==> config.mk <==
export PLATFORM = sky130hd
export DESIGN_NAME = jk_cmd_driver
export DESIGN_NICKNAME = d
export VERILOG_FILES = /design/src/rtl/jk_pkg.sv /design/src/rtl/jk_cmd_fifo.sv /design/src/rtl/jk_cmd_driver.sv
export SDC_FILE = /design/constraint.sdc
export NUM_CORES = 1
export LEC_CHECK = 0
export CORE_MARGIN = 5
export CORE_UTILIZATION = 40
export CTS_BUF_LIST = sky130_fd_sc_hd__clkbuf_4 sky130_fd_sc_hd__clkbuf_8
export DETAILED_ROUTE_END_ITERATION = 7
export DONT_BUFFER_PORTS = 1
export GPL_ROUTABILITY_DRIVEN = 0
export GPL_TIMING_DRIVEN = 0
export SLEW_MARGIN = 40
export SYNTH_ARGS = -nofsm -noshare
export SYNTH_HDL_FRONTEND = slang
export SYNTH_SLANG_ARGS = --single-unit
==> constraint.sdc <==
create_clock -name clk -period 2 [get_ports clk]
set_input_delay 0.4 -clock clk [delete_from_list [all_inputs] [get_ports clk]]
set_output_delay 0.4 -clock clk [all_outputs]
set_load 0.05 [all_outputs]
==> src/rtl/jk_pkg.sv <==
// Shared types for the JK command driver: op encoding, FSM states and the queued command word.
package jk_pkg;

  typedef logic [1:0] op_t;

  localparam op_t OP_HOLD   = 2'b00;
  localparam op_t OP_RESET  = 2'b01;
  localparam op_t OP_SET    = 2'b10;
  localparam op_t OP_TOGGLE = 2'b11;

  typedef enum logic {IDLE, DRIVE} state_t;

  localparam int CMD_CNT_W = 4;

  typedef struct packed {
    op_t                  op;
    logic [CMD_CNT_W-1:0] cnt;
  } cmd_t;

  // Next flop state for a given {j,k}; used by the optional checker.
  function automatic logic jk_next(input logic q, input op_t op);
    case (op)
      OP_RESET:  jk_next = 1'b0;
      OP_SET:    jk_next = 1'b1;
      OP_TOGGLE: jk_next = ~q;
      default:   jk_next = q;
    endcase
  endfunction

endpackage

==> src/rtl/jk_cmd_fifo.sv <==
// Synchronous FIFO for the command queue; an extra pointer bit separates full from empty.
module jk_cmd_fifo #(
  parameter int DEPTH = 4,
  parameter int WIDTH = 6
) (
  input  logic             clk,
  input  logic             rst,
  input  logic             push,
  input  logic [WIDTH-1:0] wdata,
  input  logic             pop,
  output logic [WIDTH-1:0] rdata,
  output logic             full,
  output logic             empty
);

  localparam int AW = $clog2(DEPTH);

  logic [WIDTH-1:0] mem [DEPTH];
  logic [AW:0]      wr_ptr;
  logic [AW:0]      rd_ptr;

  assign empty = (wr_ptr == rd_ptr);
  assign full  = (wr_ptr[AW] != rd_ptr[AW]) && (wr_ptr[AW-1:0] == rd_ptr[AW-1:0]);
  assign rdata = mem[rd_ptr[AW-1:0]];

  // NOTE: state registers use non-blocking assignments so every flop samples pre-edge values.
  always_ff @(posedge clk) begin
    if (rst) begin
      wr_ptr <= '0;
      rd_ptr <= '0;
    end else begin
      if (push && !full)
        wr_ptr <= wr_ptr + (AW+1)'(1);
      if (pop && !empty)
        rd_ptr <= rd_ptr + (AW+1)'(1);
    end
  end

  // NOTE: storage is not reset; the pointers alone decide which entries are valid.
  always_ff @(posedge clk) begin
    if (push && !full)
      mem[wr_ptr[AW-1:0]] <= wdata;
  end

endmodule

==> src/rtl/jk_cmd_driver.sv <==
// Queues {j,k} commands and drives a JK flop for cmd_cnt+1 cycles each.
// Optional truth-table checker on q_in enabled by defining JK_CHECK_EN.
module jk_cmd_driver
  import jk_pkg::*;
#(
  parameter int DEPTH = 4,
  parameter int CNT_W = CMD_CNT_W  // must equal the cnt width of cmd_t
) (
  input  logic             clk,
  input  logic             rst,
  input  logic             cmd_valid,
  output logic             cmd_ready,
  input  logic [1:0]       cmd_op,
  input  logic [CNT_W-1:0] cmd_cnt,
  output logic             j,
  output logic             k,
  input  logic             q_in,
  output logic             busy,
  output logic             done,
  output logic             err
);

  localparam int CMD_W = $bits(cmd_t);

  state_t           state;
  logic [CNT_W-1:0] rem;
  logic             full;
  logic             empty;
  logic             push;
  logic             load;
  logic [CMD_W-1:0] wr_word;
  logic [CMD_W-1:0] rd_word;
  cmd_t             head;

  assign cmd_ready = !full && !rst;
  assign push      = cmd_valid && cmd_ready;
  assign wr_word   = {cmd_op, cmd_cnt};
  assign head      = cmd_t'(rd_word);
  assign done      = (state == DRIVE) && (rem == '0);
  assign busy      = (state == DRIVE) || !empty;
  // A pop happens from IDLE or on the last drive cycle, giving gap-free chaining.
  assign load      = !rst && !empty && ((state == IDLE) || done);

  jk_cmd_fifo #(
    .DEPTH (DEPTH),
    .WIDTH (CMD_W)
  ) u_fifo (
    .clk   (clk),
    .rst   (rst),
    .push  (push),
    .wdata (wr_word),
    .pop   (load),
    .rdata (rd_word),
    .full  (full),
    .empty (empty)
  );

  always_ff @(posedge clk) begin
    if (rst) begin
      state  <= IDLE;
      j      <= 1'b0;
      k      <= 1'b0;
      rem    <= '0;
    end else if (load) begin
      {j, k} <= head.op;
      rem    <= head.cnt;
      state  <= DRIVE;
    end else if (state == DRIVE) begin
      if (rem != '0) begin
        rem    <= rem - CNT_W'(1);
      end else begin
        {j, k} <= OP_HOLD;
        state  <= IDLE;
      end
    end
  end

`ifdef JK_CHECK_EN
  logic exp;
  logic exp_valid;

  // The flop has no reset, so only SET/RESET make exp trustworthy.
  always_ff @(posedge clk) begin
    if (rst) begin
      exp       <= 1'b0;
      exp_valid <= 1'b0;
      err       <= 1'b0;
    end else begin
      exp <= jk_next(exp, {j, k});
      if (j != k)
        exp_valid <= 1'b1;
      if (exp_valid && (q_in != exp))
        err <= 1'b1;
    end
  end
`else
  logic unused_q_in;
  assign unused_q_in = q_in;
  assign err         = 1'b0;
`endif

endmodule
After elaboration in Yosys (flattened, before gate mapping)
Memories as Yosys holds them, arrays and structs flattened. A register that Yosys moved wholly into a read port is not among the register bits.
Cells that the tools add are included.

cells by class
  $add $sub $neg = 3
  eq/ne operators = 4
  multiplexer cells = 14
  bitwise logic cells = 1
  reductions and logical operators = 19

operators with widths
  cell                                                   count
  2-to-1 mux 4 bit                                       3
  2-to-1 mux 1 bit                                       9
  logical AND 1 bit                                      8
  adder 3 x 1 -> 3 bit, second input constant            2
  zero test 4 bit                                        1
  2-to-1 mux 2 bit                                       2
  AND reduction 2 bit                                    2
  nonzero test 2 bit                                     2
  nonzero test 4 bit                                     1
  subtractor 4 x 1 -> 4 bit, second input constant       1
  equality test 3 bit                                    1
  zero test 1 bit                                        3
  equality test 2 bit                                    1
  logical OR 1 bit                                       2
  inequality test 2 x 1 -> 1 bit, second input constant  1
  inequality test 1 bit                                  1
  NOT 1 bit                                              1

word-level totals
  bits in registers = 13
  RAM bits = 24
  bits of input ports = 10
  output and inout bits = 6
  word-level logic and storage cells = 48
  memories = 1

memory list
  memory      depth  bits a word  rd ports  clocked after memory_dff  wr ports  RTL line           RTL
  u_fifo.mem  4      6            1         1                         1         jk_cmd_fifo.sv:18  logic [WIDTH-1:0] mem [DEPTH];

Logic depth before layout (Yosys ltp)
Gate-level depths: netlist of the first run.

  word-level depth = 8
  gate-level depth with buffers = 6
  gate-level depth less buffers = 6

Cells and area by module
Synthesis of the first run repeated with hierarchy kept, for this count alone.

unflattened totals
  cell total of the unflattened synthesis = 151
  area, all modules = 1853.0 µm²

by module, submodules not included
  module         instances  cells each  area an instance (µm²)  sequential area each (µm²)
  jk_cmd_fifo    1          99          1442.6                  880.8
  jk_cmd_driver  1          52          410.4                   140.1

Worst setup path before layout of the first run
OpenSTA, ideal clock, no wires.

  kind = register -> output
  start point = register u_fifo.wr_ptr[1]
  end point = output cmd_ready
  arrival = 1.477 ns
  path slack = 0.123 ns
  stages on the path, launching flop included = 4
  path buffers = 0
  cell sequence = dfxtp_1 -> xor2_1 -> nor3_1 -> nor2_1

between the ends
  longest elaborated chain between the ends = 4

ends and longest elaborated chain
  element                   RTL line             RTL
  start: declaration        jk_cmd_fifo.sv:19    logic [AW:0] wr_ptr;
  start signal: assignment  jk_cmd_fifo.sv:33    wr_ptr <= wr_ptr + (AW+1)'(1);
  equality test 2 bit       jk_cmd_fifo.sv:23    assign full = (wr_ptr[AW] != rd_ptr[AW]) && (wr_ptr[AW-1:0] == rd_ptr[AW-1:0]);
  logical AND 1 bit         jk_cmd_fifo.sv:23
  zero test 1 bit           jk_cmd_driver.sv:35  assign cmd_ready = !full && !rst;
  logical AND 1 bit         jk_cmd_driver.sv:35
  end: declaration          jk_cmd_driver.sv:12  output logic cmd_ready,

No other way between the ends.

Final worst setup path of the first run
  start point = register u_fifo.rd_ptr[1]
  end point = output busy

between the ends
  longest elaborated chain between the ends = 3

ends and longest elaborated chain
  element                   RTL line             RTL
  start: declaration        jk_cmd_fifo.sv:20    logic [AW:0] rd_ptr;
  start signal: assignment  jk_cmd_fifo.sv:35    rd_ptr <= rd_ptr + (AW+1)'(1);
  equality test 3 bit       jk_cmd_fifo.sv:22    assign empty = (wr_ptr == rd_ptr);
  zero test 1 bit           jk_cmd_driver.sv:40  assign busy = (state == DRIVE) || !empty;
  logical OR 1 bit          jk_cmd_driver.sv:40
  end: declaration          jk_cmd_driver.sv:18  output logic busy,

No other way between the ends.

==> results of run 1 <==
[stage by stage]
step / power [mW] / hold WS (ns)
floorplan: 1.94 / 0.478
global placement: 2.09 / 0.498
detailed placement: 2.12 / 0.499
CTS: 2.95 / 0.187
global route: 3.15 / 0.175
finish: 2.96 / 0.202
[registers in the layout, summed over array words and instances (netlist names), named ones only]
register and count:
rem 4, state 1, u_fifo.mem 24, k 1
j 1, u_fifo.rd_ptr 3, u_fifo.wr_ptr 3
[path summary, 6_finish.rpt]
path                          from          endpoint
setup / recovery  u_fifo.rd_ptr[1]              busy
hold reg to reg             rem[0]            rem[0]
setup reg to reg  u_fifo.wr_ptr[0]  u_fifo.mem[2][0]
hold / removal          cmd_cnt[3]  u_fifo.mem[3][3]
[final cells by class]
type | count | area (µm²)
buffer | 7 | 40.0
clock buffer | 5 | 68.8
clock inverter | 3 | 67.6
fill | 393 | 2290
inverter | 9 | 37.5
multi-input combinational | 81 | 704
sequential | 39 | 1020
tap | 52 | 65.1
[report_power, final]
part           internal [mW]  switching, mW  total, mW
combinational          0.428          0.614       1.04
clock                  0.497          0.277      0.774
sequential             0.977          0.170       1.15
[layer usage]
| metal | global-route usage [%] | wire (µm) |
|---|---|---|
| met5 | 0 | 0 |
| met4 | 4.08 | 31 |
| met3 | 5.41 | 198 |
| met2 | 18.9 | 1420 |
| met1 | 14.1 | 1320 |
[synth_stat cells, types with 2 or more instances]
library cell  count
a21oi_1           5
a311oi_1          2
a31oi_1           3
and2_1            4
clkbuf_1          3
dfxtp_1          15
edfxtp_1         24
ha_1              6
inv_1             9
mux2i_1           3
mux4_2            5
nand2_1           7
nand2b_1          2
nand3_1           9
nor2_1            8
nor3_1            2
nor3b_1           2
o31ai_1           2
o32ai_2           2
or3_1             3
xnor2_1           2
xor2_1            5
[kinds of logic after synthesis]
family          count (synthesis)  synth area share, %
buf+inv                        16                 4.26
fa+ha+maj                       6                 4.33
mux                             9                 9.09
simple gates                   39                 11.4
other cells                     1                0.216
xor+xnor                        7                 3.54
flops                          39                 58.9
compound gates                 19                 8.30
[what timing repair did]
item,CTS,global route
gates resized for setup,8,10
setup endpoints to repair,27,27
endpoints found under the hold margin,0,0
pin swaps,0,0
==> metrics.csv, run 1 <==
stage,metric,value,unit
global_routing,grt_pass1_vias,1039,
final_layout,area_growth,15.7,%
route,first_iter_violations,63,
critical_path,worstSetupPathType,flip-flop to output port,
critical_path,slowest_stage,dfxtp_1,
synthesis,yosys_warnings,0,
clock_network,htreeDepth,2,
global_routing,overflow,0,
route,post_drt_wl_per_cell,15.1,µm
global_routing,grtUsageTotal,11.8,%
global_routing,grt_max_degree,14,
route,drt_pass1_iterations,4,
sta,setup_violations,0,
critical_path,crit_cells,3,
place,dp.cells,188,
final_layout,stdcell_area,0.00201,mm²
floorplan,dieArea,0.00575,mm²
clock_network,clk_pin_slew,0.08,ns
final_layout,drive_above_1_share,24.3,%
synthesis,netlist_instances,136,
critical_path,worst-path-buf-inv,0,
synthesis,yosysSeqAreaShare,58.9,%
route,vias,1062,
place,place_area,0.00180,mm²
synthesis,async_flop_share,0,%
pwr,p_leak,0.699,nW
global_routing,antenna_found_initial,0,
sta,finalHoldViolations,0,
clock_network,numCtsBuffers,5,
critical_path,reg2reg_depth,4,
synthesis,synth_cell_types,35,
clock_network,clock-sinks,39,
sta,relSlewSlack,56.6,%
sta,rsz0062_at_grt,false,
critical_path,r2r_slack,0.18,ns
final_layout,utilization,46.7,%
clock_network,cts_buffer_depth,2,
final_layout,fin_nets,159,
synthesis,synthesis.nets,152,
clock_network,clkLatencyLatePin,0.29,ns
route,wirelength,2970,µm
synthesis,ys_ff_latch,39,
global_routing,grt_pass1_wl,4880,µm
pwr,vdd_drop_max,0.000646,V
run,max_cap_violations,0,
route,avgViaCountPerCell,5.42,
floorplan,start_util,40.4,%
sta,tightest_slew,0.646,ns
floorplan,die_h,75.8,µm
final_layout,final_cell_mix,"edfxtp_1 (24), dfxtp_1 (13), nand3_1 (9), inv_1 (8), nor2_1 (7)",
final_layout,instances_no_fill,196,
worst_hold_path,hold_depth,0,
critical_path,cpPeakStageDelay,0.46,ns
synthesis,synthTopCellsByArea,"edfxtp_1 (42%), dfxtp_1 (17%), mux4_2 (6.5%)",
place,post-place-ws,-0.0524,ns
critical_path,worstPathCellList,xor2_4 -> nor3_2 -> nand2_2,
route,drc,0,
worst_hold_path,worstHoldPathType,input pin to flip-flop,
critical_path,worstPathArrival,1.51,ns
floorplan,die_w,75.8,µm
critical_path,cp_top_family,simple AND/OR/NAND/NOR gates,
synthesis,netlist.top_cell.by_area,edfxtp_1,
critical_path,crit_fanout,6,
clock_network,cts_tree,built,
synthesis,synth_edf_count,24,
synthesis,syn_avg_cell_area,12.8,µm²
final_layout,final_common_cell,edfxtp_1,
place,io_buffers,0,
sta,min_period,1.91,ns
final_layout,num_antenna_cells,0,
sta,finalWorstSetupSlack,0.0935,ns
sta,fin_setup_tns,0,ns
clock_network,postCtsSetupBuffers,0,
floorplan,io_pins,16,
floorplan,rows,24,
floorplan,core-area,0.00429,mm²
pwr,p_per_area,1480,mW/mm²
sta,timing.final.crit_share,95.3,%
outcome,outcome,completed,
clock_network,cts_hold_buf,0,
sta,fmax,525,MHz
clock_network,cts-root-buf,clkbuf_8,
synthesis,ys.flop_type,edfxtp_1,
sta,fin_skew,0.00610,ns
place,dp_hpwl,2110,µm
critical_path,required,1.60,ns
critical_path,crit_path_end_kind,output port,
synthesis,synth_top_area_share,41.6,%
synthesis,synth_area,0.00173,mm²
route,antenna_left,0,
sta,finalMaxSlewViolations,0,
critical_path,startpoint_type,flip-flop,
(Power assumes the default switching activity.)
==> inputs of run 2 (changes only) <==
SYNTH_HIERARCHICAL = 1   (was not set)
==> run 2 against run 1 <==
Compared with the run above:
- the run now ends with setup timing left
- setup slack worse by 0.094 ns
- critical path depth is 5 higher
- synthesized area rose by 6.9%
- combinational power is 12% lower
- fmax shrank 4.7%
- wire length increased by 32%
- first-iteration DRC count grew 6.3%
- hold slack lost 0.0044 ns
- utilization grew 6.8 points
- clock skew decreased by 0.0015 ns
- non-clock buffer count increased by 15
- die area rose by 5.9%
==> metrics.csv, run 2 <==
stage,metric,value,unit,change
outcome,outcome,"complete, but fails checks",,
outcome,violations,setup timing,,
clock_network,cts_hold_buf,0,,unchanged
final_layout,drive_above_1_share,40.0,%,+16 points
pwr,p_per_area,1080,mW/mm²,-27%
route,avgViaCountPerCell,5.70,,+5.3%
critical_path,slowest_stage,dfxtp_4,,
critical_path,worstPathCellList,xnor2_4 -> nand2_4 -> nor2_4 -> nor2_4 -> and2_4 -> inv_4 -> a31oi_4 -> and2_4,,
pwr,switching_share,35.9,%,+0.069 points
critical_path,crit_path_start,u_fifo/rd_ptr[0],,
floorplan,start_util,42.0,%,+1.6 points
route,drt_pass1_iterations,4,,unchanged
place,dp.cells,203,,+8.0%
synthesis,yosysSeqAreaShare,55.1,%,-3.8 points
route,antenna_left,0,,unchanged
synthesis,synth_cell_types,41,,+17%
synthesis,yosys_warnings,6,,+6
synthesis,netlist_instances,151,,+11%
synthesis,synth_edf_count,24,,unchanged
synthesis,synthesis.nets,167,,+9.9%
pwr,p_int,1.64,mW,-14%
final_layout,area_growth,27.6,%,
pwr,p_leak,0.814,nW,+17%
sta,finalWorstSetupSlack,-0.000183,ns,-0.0937 ns
critical_path,crit_fanout,6,,unchanged
synthesis,synth_common_cells,"edfxtp_1 (24), dfxtp_1 (15), inv_1 (12)",,
worst_hold_path,hold_end,u_fifo/mem[1][3],,
critical_path,cpPeakStageDelay,0.38,ns,-0.08 ns
global_routing,grtUsageTotal,14.0,%,+2.2 points
route,post_drt_wl_per_cell,17.3,µm,+14%
critical_path,worstSetupPathType,flip-flop to flip-flop,,
route,wirelength,3930,µm,+32%
clock_network,numCtsBuffers,5,,unchanged
clock_network,htreeDepth,2,,unchanged
final_layout,stdcell_area,0.00236,mm²,+18%
final_layout,final_common_cell,edfxtp_1,,
synthesis,netlist.top_cell.by_area,edfxtp_1,,
pwr,vdd_drop_max,0.000500,V,-23%
synthesis,syn_avg_cell_area,12.3,µm²,-3.8%
floorplan,dieArea,0.00609,mm²,+5.9%
final_layout,instances_no_fill,227,,+16%
synthesis,synth_compound_area_share,12.4,%,+4.1 points
synthesis,yosys.area_share.xor_xnor,2.84,%,-0.70 points
place,dp_hpwl,2570,µm,+22%
synthesis,synth_top_area_share,38.9,%,-2.7 points
synthesis,synth.most_common_cell,edfxtp_1,,
global_routing,grt_pass1_wl,6600,µm,+35%
synthesis,synthAdderAreaFrac,4.05,%,-0.28 points
critical_path,cp_top_family,simple AND/OR/NAND/NOR gates,,
critical_path,required,2.00,ns,+0.40 ns
sta,min_period,2.00,ns,+0.0937 ns
place,place_area,0.00202,mm²,+12%
global_routing,grt_max_degree,14,,unchanged
global_routing,antenna_found_initial,0,,unchanged
final_layout,largest_reg_flops,24,,unchanged
critical_path,r2r_start,u_fifo/rd_ptr[0],,
critical_path,reg2reg_depth,8,,+4
critical_path,crit_path_end_kind,flip-flop,,
synthesis,yosys.area_share.simple,12.5,%,+1.1 points
global_routing,grt_pass1_vias,1332,,+28%
clock_network,cts_buffer_depth,2,,unchanged
synthesis,synthTopCellsByArea,"edfxtp_1 (39%), dfxtp_1 (16%), mux4_2 (7.3%)",,
critical_path,startpoint_type,flip-flop,,
pwr,p_comb_share,35.8,%,+0.6 points
sta,timing.final.crit_share,100,%,+4.7 points
worst_hold_path,worstHoldPathType,input pin to flip-flop,,
synthesis,synth_area,0.00185,mm²,+6.9%
final_layout,num_antenna_cells,0,,unchanged
critical_path,worst-path-buf-inv,1,,+1
clock_network,clock-sinks,39,,unchanged
pwr,seqPwrFrac,42.0,%,+3.3 points
worst_hold_path,min_from,cmd_cnt[3],,
sta,fmax,500,MHz,-4.7%
critical_path,r2r_slack,-0.0002,ns,-0.18 ns
synthesis,async_flop_share,0,%,unchanged
sta,setup_violations,1,,+1
synthesis,ys_ff_latch,39,,unchanged
global_routing,overflow,0,,unchanged
critical_path,rr_endpoint,u_fifo/mem[0][2],,
sta,fin_skew,0.00461,ns,-0.00149 ns
floorplan,rows,24,,unchanged
clock_network,clkLatencyLatePin,0.29,ns,about the same
floorplan,io_pins,16,,unchanged
final_layout,final_cell_mix,"edfxtp_1 (24), buf_4 (18), inv_1 (8), dfxtp_1 (8)",,
sta,hold-worst-slack,0.198,ns,-0.00444 ns
sta,rsz0062_at_grt,true,,
sta,relSlewSlack,65.9,%,+9.3 points
sta,finalHoldViolations,0,,unchanged
floorplan,die_h,78.1,µm,+2.9%
critical_path,worstPathArrival,2.00,ns,+0.49 ns
sta,tightest_slew,0.511,ns,-0.135 ns
place,io_buffers,0,,unchanged
floorplan,die_w,78.1,µm,+2.9%
final_layout,fin_nets,190,,+19%
route,first_iter_violations,67,,+6.3%
synthesis,synth_top_family_by_area,simple AND/OR/NAND/NOR gates,,
synthesis,ys.flop_type,edfxtp_1,,
synthesis,muxShareOfSynthArea,7.83,%,-1.3 points
sta,fin_setup_tns,-0.000183,ns,-0.000183 ns
route,drc,0,,unchanged
clock_network,clk_pin_slew,0.08,ns,about the same
route,vias,1295,,+22%
run,max_cap_violations,0,,unchanged
clock_network,cts-root-buf,clkbuf_8,,
pwr,finalPower,2.55,mW,-14%
worst_hold_path,hold_depth,0,,unchanged
pwr,p_switching,916,µW,-14%
pwr,clock_power_share,22.1,%,-4.0 points
floorplan,core-area,0.00441,mm²,+2.8%
clock_network,cts_tree,built,,
sta,finalMaxSlewViolations,0,,unchanged
==> run 2: worst reg2reg max path, stage by stage, from the launching register on <==
cell     delay, ns
dfxtp_4       0.38
xnor2_4       0.16
nand2_4       0.12
nor2_4        0.06
nor2_4        0.31
and2_4        0.26
inv_4         0.04
a31oi_4       0.15
and2_4        0.23
==> run 2: cell type report <==
cell class / instances / area (µm²)
flip-flops and latches: 39 / 1040
inverters: 12 / 51.3
repair buffers: 18 / 148
clock buffers: 6 / 82.6
multi-input cells: 94 / 932
fillers: 367 / 2050
clock inverters: 2 / 16.3
plain buffers: 4 / 30.0
well taps: 52 / 65.1
==> run 2: timing repair <==
action / in CTS / in global routing
setup buffers: 12 / 6
resized for setup: 21 / 10
endpoints found under the setup margin: 33 / 33
pin swaps: 12 / 5
==> run 2: worst max path at each step <==
stage                        to  slack (ns)  depth (start not counted)
2_1_floorplan  u_fifo/mem[0][0]       -0.07                          9
3_3_place_gp          flip-flop       -0.45                          8
3_5_place_dp   u_fifo/rd_ptr[0]       -0.49                          8
4_1_cts        u_fifo/mem[0][2]       0.005                          8
5_1_grt        u_fifo/mem[0][3]       -0.07                          8
6_report       u_fifo/mem[0][2]     -0.0002                          8
==> run 2: stage by stage <==
step                      utilization (%)  setup WS, ns
after floorplan                         -       -0.0698
after global placement               45.8        -0.449
after detailed placement             45.8        -0.486
after CTS                            52.0       0.00477
after global routing                 53.6       -0.0663
final                                53.6     -0.000183
==> run 2: kinds of logic (layout without fill, tap and decap cells) <==
family	count (synthesis)	count (layout)
AND/OR/NAND/NOR	40	40
flip-flops	39	39
AO/OA/AOI/OAI	34	34
buffers and inverters	18	42
multiplexers	7	7
adder cells (fa/ha/maj)	6	6
XOR/XNOR	6	6
other	1	1
==> run 2: power by group through the flow <==
stage	Clock (mW)	Sequential (mW)	Combinational (mW)
floorplan	0	1.06	0.566
global placement	0	1.07	0.653
detailed placement	0	1.08	0.677
CTS	0.583	1.07	0.855
global route	0.624	1.09	1.00
finish	0.564	1.07	0.915
==> run 2: routing by layer <==
metal / up-vias / routed length (µm) / track usage [%]
met5: - / 0 / 0
met4: 0 / 84 / 7.09
met3: 9 / 233 / 5.26
met2: 33 / 1870 / 21.4
met1: 637 / 1730 / 17.2
li1: 616 / - / -
==> inputs of run 3 (changes only) <==
clock period = 2.55 ns   (was 2 ns; I/O delays follow)
==> run 3 against run 2 <==
Compared with the run above:
- the run now ends clean
- clock skew increased by 0.0045 ns
- sequential share of layout area increased by 4.0 points
- hold slack improved by 0.12 ns
- utilization decreased by 5.3 points
- via count decreased by 5.5%
- setup slack improved by 0.15 ns
- critical path depth decreased by 4
- first-iteration DRC count increased by 28%
- sequential cell count unchanged
- cell count decreased by 7.0%
- register-to-register slack improved by 0.16 ns
==> metrics.csv, run 3 (synthesis results as in run 2) <==
stage,metric,value,unit,change
pwr,seqPwrFrac,44.5,%,+2.5 points
pwr,clock_power_share,26.9,%,+4.8 points
sta,hold-worst-slack,0.314,ns,+0.116 ns
global_routing,antenna_found_initial,0,,unchanged
sta,setup_violations,0,,-1
clock_network,cts-root-buf,clkbuf_8,,
sta,fmax,416,MHz,
global_routing,grtUsageTotal,12.2,%,-1.8 points
floorplan,core-area,0.00441,mm²,unchanged
critical_path,r2r_slack,0.16,ns,+0.16 ns
route,avgViaCountPerCell,5.80,,+1.7%
final_layout,final_cell_mix,"edfxtp_1 (24), dfxtp_1 (13), inv_1 (12), o211ai_1 (7)",,
route,drc,0,,unchanged
global_routing,grt_max_degree,14,,unchanged
final_layout,register_area,0.00102,mm²,-1.6%
clock_network,clk_pin_slew,0.08,ns,about the same
final_layout,num_antenna_cells,0,,unchanged
pwr,p_leak,0.718,nW,-12%
critical_path,rr_endpoint,u_fifo/mem[1][1],,
sta,finalWorstSetupSlack,0.146,ns,+0.147 ns
floorplan,dieArea,0.00609,mm²,unchanged
sta,finalMaxSlewViolations,0,,unchanged
critical_path,r2r_start,u_fifo/rd_ptr[1],,
critical_path,crit_path_start,rem[0],,
sta,finalHoldViolations,0,,unchanged
global_routing,overflow,0,,unchanged
final_layout,final_common_cell,edfxtp_1,,
place,post-place-ws,-0.503,ns,-0.0172 ns
final_layout,stdcell_area,0.00213,mm²,-9.8%
route,wirelength,3610,µm,-8.1%
critical_path,cpPeakStageDelay,0.52,ns,+0.14 ns
worst_hold_path,hold_depth,0,,unchanged
worst_hold_path,worstHoldPathType,input pin to flip-flop,,
pwr,p_per_area,880,mW/mm²,-18%
sta,fin_skew,0.00911,ns,+0.00449 ns
floorplan,die_h,78.1,µm,unchanged
outcome,outcome,completed,,
pwr,p_switching,645,µW,-30%
global_routing,grt_pass1_vias,1180,,-11%
route,drt_pass1_iterations,4,,unchanged
floorplan,start_util,42.0,%,unchanged
final_layout,area_growth,15.1,%,
route,vias,1224,,-5.5%
sta,min_period,2.40,ns,
sta,fin_setup_tns,0,ns,+0.000183 ns
route,first_iter_violations,86,,+28%
clock_network,clkLatencyLatePin,0.29,ns,about the same
critical_path,crit_fanout,5,,-1
sta,tightest_slew,0.557,ns,+0.0464 ns
final_layout,fin_nets,174,,-8.4%
global_routing,grt_pass1_wl,5840,µm,-12%
sta,timing.final.crit_share,94.3,%,
route,antenna_left,0,,unchanged
critical_path,startpoint_type,flip-flop,,
clock_network,cts_buffer_depth,2,,unchanged
floorplan,io_pins,16,,unchanged
pwr,p_int,1.23,mW,-25%
worst_hold_path,hold_end,u_fifo/mem[1][0],,
critical_path,required,2.04,ns,+0.04 ns
critical_path,worstPathCellList,inv_1 -> ha_1 -> or3b_2 -> nor2_2,,
worst_hold_path,min_from,cmd_cnt[0],,
critical_path,cp_top_family,simple AND/OR/NAND/NOR gates,,
clock_network,clock-sinks,39,,unchanged
place,dp.cells,203,,unchanged
final_layout,largest_reg_flops,24,,unchanged
clock_network,postCtsSetupBuffers,0,,-12
pwr,vdd_drop_max,0.000535,V,+6.9%
pwr,finalPower,1.88,mW,-26%
floorplan,rows,24,,unchanged
final_layout,multi_input_area,837,µm²,-10%
critical_path,worstSetupPathType,flip-flop to output port,,
route,post_drt_wl_per_cell,17.1,µm,-1.2%
clock_network,htreeDepth,2,,unchanged
clock_network,numCtsBuffers,5,,unchanged
place,place_area,0.00192,mm²,-4.8%
final_layout,instances_no_fill,211,,-7.0%
final_layout,utilization,48.3,%,-5.3 points
place,io_buffers,0,,unchanged
floorplan,die_w,78.1,µm,unchanged
final_layout,drive_above_1_share,23.3,%,-17 points
clock_network,cts_tree,built,,
critical_path,worst-path-buf-inv,1,,unchanged
critical_path,crit_path_end_kind,output port,,
final_layout,fill_cells,383,,+4.4%
sta,rsz0062_at_grt,false,,
pwr,switching_share,34.4,%,-1.5 points
critical_path,reg2reg_depth,9,,+1
critical_path,slowest_stage,or3b_2,,
run,max_cap_violations,0,,unchanged
pwr,p_comb_share,28.6,%,-7.2 points
place,dp_hpwl,2550,µm,-0.82%
critical_path,worstPathArrival,1.89,ns,-0.11 ns
sta,relSlewSlack,62.8,%,-3.1 points
-- run 3: cell count changes in the layout (fill, tap and decap cells not counted), moves of 3 or more --
cell and delta:
buf_4 -17, dfxtp_1 +5, dfxtp_4 -4, inv_1 +4
nor3b_1 +3, nor3b_2 -3
-- run 3: final cells by class --
cell class | instances | area share, %
clock buffer | 5 | 3.23
clock inverter | 3 | 2.05
buffer | 6 | 2.29
inverter | 12 | 2.11
multi-input combinational | 94 | 39.3
tap | 52 | 3.05
sequential | 39 | 48.0
-- run 3: worst reg2reg max path: cells and delay by family (launching register included) --
| family | cells | cell delay (ns) |
|---|---|---|
| AO/OA/AOI/OAI | 1 | 0.24 |
| XOR/XNOR | 1 | 0.18 |
| buffers and inverters | 2 | 0.24 |
| flip-flops | 1 | 0.32 |
| AND/OR/NAND/NOR | 5 | 1.11 |
-- run 3: worst max path at each step --
| stage | end | slack, ns | cells past startpoint |
|---|---|---|---|
| 2_1_floorplan | u_fifo/mem[3][0] | 0.10 | 8 |
| 3_3_place_gp | u_fifo/mem[3][4] | -0.46 | 7 |
| 3_5_place_dp | u_fifo/mem[3][0] | -0.50 | 7 |
| 4_1_cts | u_fifo/mem[3][2] | -0.04 | 7 |
| 5_1_grt | u_fifo/mem[1][1] | 0.02 | 9 |
| 6_report | done | 0.15 | 4 |
-- run 3: power by group through the flow --
stage / clock network, mW / logic [mW] / registers (mW)
detailed placement: 0 / 0.494 / 0.840
global placement: 0 / 0.476 / 0.836
global route: 0.544 / 0.585 / 0.846
floorplan: 0 / 0.403 / 0.822
finish: 0.505 / 0.536 / 0.835
CTS: 0.518 / 0.514 / 0.832
-- run 3: timing repair --
action | CTS | global route
gates resized for setup | 10 | 12
hold buffers | 0 | 0
pin swaps | 0 | 1
endpoints found under the setup margin | 31 | 31
-- run 3: metal layers --
layer,GRT usage (%),share of wire (%),vias up
met3,3.43,6.3,2
met5,0,0,-
met4,5.57,0.64,0
met2,19.5,51,41
met1,15.2,42,597
li1,-,-,584
